## src/rtl/fft_peak_picker.sv

```systemverilog
// fft_peak_picker: per-band peak detector on the FFT magnitude stream.
// Tracks the lower half of each frame in bands of 2**BAND_SHIFT bins and
// queues (band, bin, magnitude) records above THRESHOLD in a show-ahead FIFO.
// Optional build macro: PEAK_DC_SKIP_EN -- bin 0 never becomes a peak candidate.
module fft_peak_picker #(
    parameter int unsigned FFT_LENGTH = 1024,
    parameter int unsigned BAND_SHIFT = 4,
    parameter logic [15:0] THRESHOLD  = 16'd64,
    parameter int unsigned FIFO_DEPTH = 4
) (
    input  logic                                      clk,
    input  logic                                      reset,
    input  logic                                      sync_i,
    input  logic [15:0]                               magnitude_i,
    input  logic                                      magnitude_ready_i,
    output logic                                      peak_valid_o,
    input  logic                                      peak_ready_i,
    output logic [$clog2(FFT_LENGTH)-BAND_SHIFT-2:0]  peak_band_o,
    output logic [$clog2(FFT_LENGTH)-1:0]             peak_bin_o,
    output logic [15:0]                               peak_mag_o,
    output logic                                      frame_done_o,
    output logic                                      overflow_o
);

    localparam int unsigned BW  = $clog2(FFT_LENGTH);
    localparam int unsigned NBW = BW - 1 - BAND_SHIFT;
    localparam int unsigned PW  = $clog2(FIFO_DEPTH);

    // Bin counter and band accumulator
    logic [BW-1:0]  r_bin;
    logic [15:0]    r_max;
    logic [BW-1:0]  r_arg;
    logic           r_band_valid;
    logic           r_frame_done;

    // Peak FIFO storage and bookkeeping
    logic [NBW-1:0] r_mem_band [FIFO_DEPTH];
    logic [BW-1:0]  r_mem_bin  [FIFO_DEPTH];
    logic [15:0]    r_mem_mag  [FIFO_DEPTH];
    logic [PW-1:0]  r_wr;
    logic [PW-1:0]  r_rd;
    logic [PW:0]    r_count;
    logic           r_overflow;

    logic [BW-1:0]  w_bin;
    logic           w_track;
    logic           w_acc_valid;
    logic           w_load;
    logic           w_close;
    logic [15:0]    w_cand_max;
    logic [BW-1:0]  w_cand_arg;
    logic           w_push;
    logic           w_pop;
    logic           w_full;
    logic           w_push_ok;

    // Current bin index, peak candidate and FIFO handshake decisions
    always_comb begin
        // sync_i realigns the frame, so a coincident sample is bin 0 and any
        // partially accumulated band is treated as already cleared.
        w_bin       = sync_i ? '0 : r_bin;
        w_acc_valid = r_band_valid && !sync_i;
        w_track     = magnitude_ready_i && !w_bin[BW-1];
`ifdef PEAK_DC_SKIP_EN
        if (w_bin == '0) begin
            w_track = 1'b0;
        end
`endif
        w_load     = w_track && (!w_acc_valid || (w_bin[BAND_SHIFT-1:0] == '0) ||
                                 (magnitude_i > r_max));
        w_cand_max = w_load ? magnitude_i : r_max;
        w_cand_arg = w_load ? w_bin : r_arg;
        w_close    = w_track && (&w_bin[BAND_SHIFT-1:0]);
        w_push     = w_close && (w_cand_max > THRESHOLD);
        w_pop      = (r_count != '0) && peak_ready_i;
        w_full     = (r_count == (PW+1)'(FIFO_DEPTH));
        w_push_ok  = w_push && (!w_full || w_pop);
    end

    // Bin counting, band max/argmax tracking and frame-done pulse
    always_ff @(posedge clk) begin
        if (reset) begin
            r_bin        <= '0;
            r_max        <= '0;
            r_arg        <= '0;
            r_band_valid <= 1'b0;
            r_frame_done <= 1'b0;
        end else begin
            r_frame_done <= magnitude_ready_i && (w_bin == BW'(FFT_LENGTH - 1));
            if (magnitude_ready_i) begin
                r_bin <= w_bin + BW'(1);
            end else if (sync_i) begin
                r_bin <= '0;
            end
            if (w_close || (sync_i && !w_load)) begin
                r_max        <= '0;
                r_arg        <= '0;
                r_band_valid <= 1'b0;
            end else if (w_load) begin
                r_max        <= magnitude_i;
                r_arg        <= w_bin;
                r_band_valid <= 1'b1;
            end
        end
    end

    // Peak FIFO: push on band close, pop on valid/ready, sticky overflow on drop
    always_ff @(posedge clk) begin
        if (reset) begin
            for (int unsigned i = 0; i < FIFO_DEPTH; i++) begin
                r_mem_band[i] <= '0;
                r_mem_bin[i]  <= '0;
                r_mem_mag[i]  <= '0;
            end
            r_wr       <= '0;
            r_rd       <= '0;
            r_count    <= '0;
            r_overflow <= 1'b0;
        end else begin
            if (w_push_ok) begin
                r_mem_band[r_wr] <= w_bin[BW-2:BAND_SHIFT];
                r_mem_bin[r_wr]  <= w_cand_arg;
                r_mem_mag[r_wr]  <= w_cand_max;
                r_wr             <= r_wr + PW'(1);
            end
            if (w_pop) begin
                r_rd <= r_rd + PW'(1);
            end
            if (w_push_ok && !w_pop) begin
                r_count <= r_count + (PW+1)'(1);
            end else if (!w_push_ok && w_pop) begin
                r_count <= r_count - (PW+1)'(1);
            end
            if (w_push && !w_push_ok) begin
                r_overflow <= 1'b1;
            end
        end
    end

    assign peak_valid_o = (r_count != '0);
    assign peak_band_o  = r_mem_band[r_rd];
    assign peak_bin_o   = r_mem_bin[r_rd];
    assign peak_mag_o   = r_mem_mag[r_rd];
    assign frame_done_o = r_frame_done;
    assign overflow_o   = r_overflow;

endmodule

```

## config.mk

```make
export PLATFORM = sky130hd
export DESIGN_NAME = fft_peak_picker
export DESIGN_NICKNAME = d
export VERILOG_FILES = /design/src/rtl/fft_peak_picker.sv
export SDC_FILE = /design/constraint.sdc
export NUM_CORES = 1
export LEC_CHECK = 0
export CAP_MARGIN = 20
export CORE_MARGIN = 3
export CORE_UTILIZATION = 50
export CTS_CLUSTER_SIZE = 8
export DETAILED_ROUTE_END_ITERATION = 10
export GPL_TIMING_DRIVEN = 0
export PLACE_DENSITY = 0.73
export SYNTH_ARGS = -nofsm -noshare
export SYNTH_HDL_FRONTEND = slang
export SYNTH_SLANG_ARGS = --single-unit
```

## constraint.sdc

```tcl
create_clock -name clk -period 14.3 [get_ports clk]
set_input_delay 2.86 -clock clk [delete_from_list [all_inputs] [get_ports clk]]
set_output_delay 2.86 -clock clk [all_outputs]
set_load 0.1 [all_outputs]
```

==> results.cfg, run 1 <==
[status]
status = completed

[worst_setup_path]
timing.critical_path.from = sync_i
cp_max_fo = 10
worst_path_largest_cell_delay_ps = 460
crit_end = r_count[2]$_SDFFE_PP0P_
startpoint_type = primary input
r2r-start = r_max[15]$_SDFF_PP0_
critPathArrivalTime_ps = 6920
cp-end-kind = register
slowest_stage = clkdlybuf4s50_1
crit_type = in2reg
worstPathCellList = clkdlybuf4s50_1 -> clkbuf_1 -> nor2b_1 -> clkbuf_1 -> inv_1 -> ha_1 -> a21oi_1 -> o211ai_1 -> o31a_1 -> buf_4 -> mux2i_1 -> ha_1 -> inv_1 -> fa_1 -> xor2_1 -> or3_1 -> a21oi_1
r2r_cells = 14
worst-r2r-setup-slack_ps = 10270
rr_endpoint = r_count[2]$_SDFFE_PP0P_
crit_required_ps = 14650

[synthesis]
synthTopCellsByArea = edfxtp_1 45%, dfxtp_1 12%, mux4_2 8.4%
synth_top_family_by_area = multiplexers
synthCells = 648
synth_top_area_frac = 0.4487
yosysUniqueCellTypes = 46
synthXorXnorAreaFrac = 0.01372
synth_warnings = 0
ys_seq_area_frac = 0.5645
synthMuxAreaShare = 0.1674
yosysTopAreaCell = edfxtp_1
postSynthAreaPerCell_um2 = 12.81
ys_async_sr_fraction = 0
synth-edff-count = 124
synth_top_flop_cell = edfxtp_1
syn-num-nets = 689
synthAdderAreaFrac = 0.03106
syn_area_um2 = 8298
synth_seq_cells = 172
synth-compound-area-share = 0.03121
synth-simple-area-share = 0.1589

[timing]
rsz0062_at_grt = false
fmax_ghz = 0.1522
setup_viol = 0
hold_violations = 0
relSlewSlack = 0.3444
hold-worst-slack_ps = 475.0
fin_skew_ps = 7.905
layout_min_cycle_time_ps = 6571
post-route-period-util = 0.4595
finalMaxSlewViolations = 0
worst_slew_pin_slew_ps = 980.3
fin_tns_setup_ps = 0

[clocking]
insertion_delay_ps = 430
h-tree-depth = 4
numCtsBuffers = 17
post_cts_buffers = 0
cts_tree = done
cts_buffer_depth = 2
ctsResizeCount = 0
clock-sinks = 172
cts_hold_buf = 0
cts_root_buffer = clkbuf_16
cts.clk_slew.worst_paths_ps = 60

[routing]
drcViolationCount = 0
first_pass_iters = 6
num_vias = 5227
post_drt_wl_per_cell_um = 18.71
viasPerCell = 5.491
drt_iter0_markers = 465
ant_nets = 0
routed_wirelength_mm = 17.81

[grt]
track_usage = 0.2058
grt_pass1_wl_mm = 28.25
grt_max_degree = 32
antenna_found_initial = 0
grt_overflow = 0
grt_pass1_vias = 5253

[min_path]
min_path_type = reg2reg

[final_layout]
final_area_um2 = 9762
final_util = 0.6079
nets = 764
syn2layout_area_growth_pct = 17.64
num_antenna_cells = 0
drive_gt1_frac = 0.1318

[power]
peakVddDrop_uv = 96.72
power_leakage_nw = 3.387
powerDensity_nw_per_um2 = 114.6

[floorplanning]
chipHeight_um = 134.8
die-width_um = 134.8
io-pin-count = 55
initial_core_util = 0.5168
core-area_um2 = 16060
die_area_um2 = 18180
rows = 46

[flow_run]
drv_cap = 0

[placed_design]
gp_congestion = 0.8830
place.port_buffers = 54
dpl-instance-area_um2 = 9170
post-dp-hpwl_mm = 12.79
metrics by stage:
stage | total power [W] | setup slack (ps) | cells
2_1_floorplan | 0.0006326 | 7596 | 648
6_report | 0.001119 | 7729 | 952
3_3_place_gp | 0.0006593 | 5471 | 918
4_1_cts | 0.001123 | 7721 | 952
3_5_place_dp | 0.0006634 | 7277 | 920
5_1_grt | 0.001151 | 7405 | 952
report_power, final:
part / total (W) / leakage (nW) / switching, W / internal [W]
logic: 0.0000944 / 1.51 / 0.0000625 / 0.0000319
clock network: 0.000467 / 0.281 / 0.000182 / 0.000285
registers: 0.000558 / 1.60 / 0.00000648 / 0.000551
layout make-up:
type | instances | area, um^2
Fill cell | 1238 | 6296
Sequential cell | 172 | 4684
Multi-Input combinational cell | 416 | 3352
Timing Repair Buffer | 56 | 588.1
Clock buffer | 25 | 476.7
Tap cell | 216 | 270.3
Buffer | 37 | 188.9
Clock inverter | 7 | 115.1
Inverter | 23 | 86.33
worst min-delay path by stage:
stage,start,endpoint,depth (start not counted)
5_1_grt,overflow_o$_SDFFE_PP0P_,overflow_o$_SDFFE_PP0P_,2
2_1_floorplan,r_band_valid$_SDFFE_PP0N_,r_band_valid$_SDFFE_PP0N_,2
6_report,overflow_o$_SDFFE_PP0P_,overflow_o$_SDFFE_PP0P_,2
4_1_cts,r_band_valid$_SDFFE_PP0N_,r_band_valid$_SDFFE_PP0N_,2
3_5_place_dp,overflow_o$_SDFFE_PP0P_,overflow_o$_SDFFE_PP0P_,2
3_3_place_gp,r_arg[9]$_SDFF_PP0_,r_arg[9]$_SDFF_PP0_,1
sequential cells by signal, indices dropped and copies added (netlist names), named ones only:
signal        count
r_wr              2
r_bin            10
r_rd              2
r_max            16
r_arg            10
r_count           3
r_mem_mag        64
r_mem_bin        40
frame_done_o      1
r_mem_band       20
r_band_valid      1
overflow_o        1
cells in the mapped netlist, types with 2 or more instances:
| cell type | n |
|---|---|
| a21o_1 | 4 |
| a21oi_1 | 16 |
| a41oi_2 | 2 |
| and2_1 | 51 |
| and4_1 | 2 |
| buf_1 | 7 |
| buf_2 | 7 |
| buf_4 | 3 |
| buf_6 | 4 |
| clkbuf_1 | 16 |
| dfxtp_1 | 48 |
| edfxtp_1 | 124 |
| ha_1 | 19 |
| inv_1 | 23 |
| mux2_2 | 2 |
| mux2i_1 | 33 |
| mux2i_4 | 15 |
| mux4_2 | 31 |
| nand2_1 | 52 |
| nand2b_1 | 9 |
| nand3_1 | 10 |
| nand3b_1 | 4 |
| nand4_1 | 5 |
| nor2_1 | 74 |
| nor2b_1 | 15 |
| nor3_1 | 25 |
| nor4_1 | 4 |
| o211ai_1 | 2 |
| o21ai_0 | 5 |
| o31ai_1 | 4 |
| or2_2 | 2 |
| or3_1 | 2 |
| or4_1 | 4 |
| xnor2_1 | 7 |
| xor2_1 | 6 |
placed cells by master, fill, tap and decap left out, types with 9 or more instances in the layout:
cell / count
a21oi_1: 16
and2_1: 51
clkbuf_1: 23
clkbuf_16: 18
clkdlybuf4s50_1: 54
dfxtp_1: 48
edfxtp_1: 124
ha_1: 19
inv_1: 23
mux2i_1: 33
mux2i_4: 15
mux4_2: 31
nand2_1: 52
nand2b_1: 9
nand3_1: 10
nor2_1: 74
nor2b_1: 15
nor3_1: 25
cell families (layout without fill, tap and decap cells):
logic type,count (synthesis),after routing
xor+xnor,13,13
flops,172,172
simple gates,263,263
mux,81,81
compound gates,39,39
buf+inv,60,148
fa+ha+maj,20,20
per-layer routing:
layer,share of wire,vias up,GRT usage
met2,0.48,166,0.3202
met1,0.45,2555,0.2996
li1,-,2486,-
met3,0.053,20,0.03800
met5,0,-,0
met4,0.015,0,0.05882
worst max-delay path, delay by kind of cell:
family | cells | cell delay [ps]
muxes | 1 | 440
AOI/OAI and AO/OA | 4 | 820
and+or+nand+nor | 2 | 460
adders and majority gates | 3 | 870
xor gates and xnor gates | 1 | 180
buffers and inverters | 6 | 1280
(Power assumes the default switching activity.)
==> run 2: changes to the inputs <==
--- a/config.mk
+++ b/config.mk
@@ -11,7 +11,7 @@
 export CTS_CLUSTER_SIZE = 8
 export DETAILED_ROUTE_END_ITERATION = 10
 export GPL_TIMING_DRIVEN = 0
-export PLACE_DENSITY = 0.73
+export PLACE_DENSITY = 0.76
 export SYNTH_ARGS = -nofsm -noshare
 export SYNTH_HDL_FRONTEND = slang
 export SYNTH_SLANG_ARGS = --single-unit
==> constraint.sdc (replaced) <==
create_clock -name clk -period 5.5 [get_ports clk]
set_input_delay 1.1 -clock clk [delete_from_list [all_inputs] [get_ports clk]]
set_output_delay 1.1 -clock clk [all_outputs]
set_load 0.1 [all_outputs]
==> run 2 against run 1 <==
Compared with the run above:
- global-route usage rose by 0.66 points
- die area did not move
- combinational power rose to 2.6 times the previous value
- flip-flop and latch count did not move
- critical endpoint unchanged
==> results.cfg, run 2 (same netlist as run 1, synthesis figures left out) <==
[status]
status = completed

[final_layout]
largest_reg_flops = 64
mostFrequentLayoutCells = 124 x edfxtp_1, 74 x nor2_1, 54 x clkdlybuf4s50_1
drive_gt1_frac = 0.1370
final_util = 0.6089
top_regs = r_mem_mag (64), r_mem_bin (40), r_mem_band (20)
syn2layout_area_growth_pct = 17.82
nets = 765
num_antenna_cells = 0
top_register = r_mem_mag
fillers = 1174
layout_commonest_cell = edfxtp_1

[power]
clock_power_share = 0.406
combPwrFrac = 0.087
peakVddDrop_uv = 214.0
power_leakage_nw = 3.396
netSwitchingFraction = 0.2358
p_int_w = 0.002189
switchingPower_w = 0.0006752
powerDensity_nw_per_um2 = 292.9
pwr-share-seq = 0.507

[grt]
track_usage = 0.2124
grt_max_degree = 32
antenna_found_initial = 0
grt_pass1_vias = 5291
grt_pass1_wl_mm = 29.22
grt_overflow = 0

[timing]
setup_viol = 0
fin_skew_ps = 12.10
hold-worst-slack_ps = 479.8
finalMaxSlewViolations = 0
relSlewSlack = 0.3356
hold_violations = 0
post-route-period-util = 0.8799
rsz0062_at_grt = false
worst_slew_pin_slew_ps = 993.5
fmax_ghz = 0.2066
layout_min_cycle_time_ps = 4840
fin_ws_ps = 660.5

[floorplanning]
die-width_um = 134.8
initial_core_util = 0.5168
io-pin-count = 55
chipHeight_um = 134.8
core-area_um2 = 16060
rows = 46
die_area_um2 = 18180

[clocking]
clock-sinks = 172
insertion_delay_ps = 430
cts_hold_buf = 0
post_cts_buffers = 0
cts.clk_slew.worst_paths_ps = 60
cts_root_buffer = clkbuf_16
cts_buffer_depth = 2
numCtsBuffers = 17
h-tree-depth = 4
ctsResizeCount = 0
cts_tree = done

[routing]
drt-met1-wl_mm = 7.683
ant_nets = 0
drcViolationCount = 0
dr_wl_met2_mm = 9.119
route.met3.wl_mm = 1.167
first_pass_iters = 5
highest_layer = met4
num_vias = 5277
post_drt_wl_per_cell_um = 19.16
drt_iter0_markers = 485
routed_wirelength_mm = 18.26
viasPerCell = 5.537

[min_path]
min_path_type = reg2reg
holdCritStartpoint = r_arg[9]$_SDFF_PP0_
holdPathEnd = r_arg[9]$_SDFF_PP0_
holdPathStages = 1

[worst_setup_path]
startpoint_type = primary input
crit_type = in2reg
critPathArrivalTime_ps = 5180
worst-r2r-setup-slack_ps = 1650
rr_endpoint = r_count[2]$_SDFFE_PP0P_
r2r_cells = 14
cp-end-kind = register
crit_required_ps = 5840
cp_max_fo = 10
r2r-start = r_max[15]$_SDFF_PP0_

[placed_design]
gp_congestion = 0.9143
post-dp-hpwl_mm = 13.18
place.port_buffers = 54
dp_slack_ps = 241.8

[flow_run]
drv_cap = 0
==> run 2: layer usage <==
metal | track usage | vias to the layer above
met4 | 0.06278 | 0
met5 | 0 | -
li1 | - | 2493
met1 | 0.2882 | 2553
met2 | 0.3474 | 207
met3 | 0.04620 | 24
==> run 2: worst max path at each step <==
stage	from	end	slack, ps	depth (start not counted)
detailed placement	sync_i	r_count[2]$_SDFFE_PP0P_	240	16
CTS	sync_i	r_count[2]$_SDFFE_PP0P_	660	17
global placement	sync_i	r_mem_mag[0][1]$_SDFFCE_PN0P_	-1490	12
floorplan	sync_i	r_mem_band[0][0]$_SDFFCE_PN0P_	560	11
finish	sync_i	r_count[2]$_SDFFE_PP0P_	660	16
global route	sync_i	r_count[2]$_SDFFE_PP0P_	430	16
==> run 2: area by class of cell <==
cell class	count	area [um^2]	area share
Tap cell	216	270.3	0.02764
Clock inverter	14	143.9	0.01472
Buffer	37	188.9	0.01932
Inverter	23	86.33	0.008830
Multi-Input combinational cell	416	3351	0.3427
Clock buffer	18	429.2	0.04390
Sequential cell	172	4684	0.4791
Timing Repair Buffer	57	623.1	0.06373
==> run 2: critical path, stage by stage <==
cell,delay (ps)
clkdlybuf4s50_1,470
clkbuf_1,240
nor2b_1,380
inv_1,130
ha_1,200
a21oi_1,260
o211ai_1,160
o31a_1,300
buf_4,180
mux2i_1,380
ha_1,290
inv_1,70
fa_1,370
xor2_1,180
or3_1,310
a21oi_1,150
==> run 2: stage by stage <==
| step | power, W | cell area, um^2 | std cells | TNS (ps) |
|---|---|---|---|---|
| floorplan | 0.001645 | 8298 | 648 | 0 |
| global route | 0.002954 | 9777 | 953 | 0 |
| finish | 0.002864 | 9777 | 953 | 0 |
| global placement | 0.001713 | 9109 | 918 | -46180 |
| CTS | 0.002880 | 9777 | 953 | 0 |
| detailed placement | 0.001729 | 9204 | 921 | 0 |
==> run 2: power groups by stage <==
stage / registers, W / logic (W) / clock network [W]
3_5_place_dp: 0.00148 / 0.000249 / 0
6_report: 0.00145 / 0.000249 / 0.00116
2_1_floorplan: 0.00147 / 0.000173 / 0
3_3_place_gp: 0.00148 / 0.000237 / 0
5_1_grt: 0.00146 / 0.000264 / 0.00123
4_1_cts: 0.00145 / 0.000250 / 0.00118
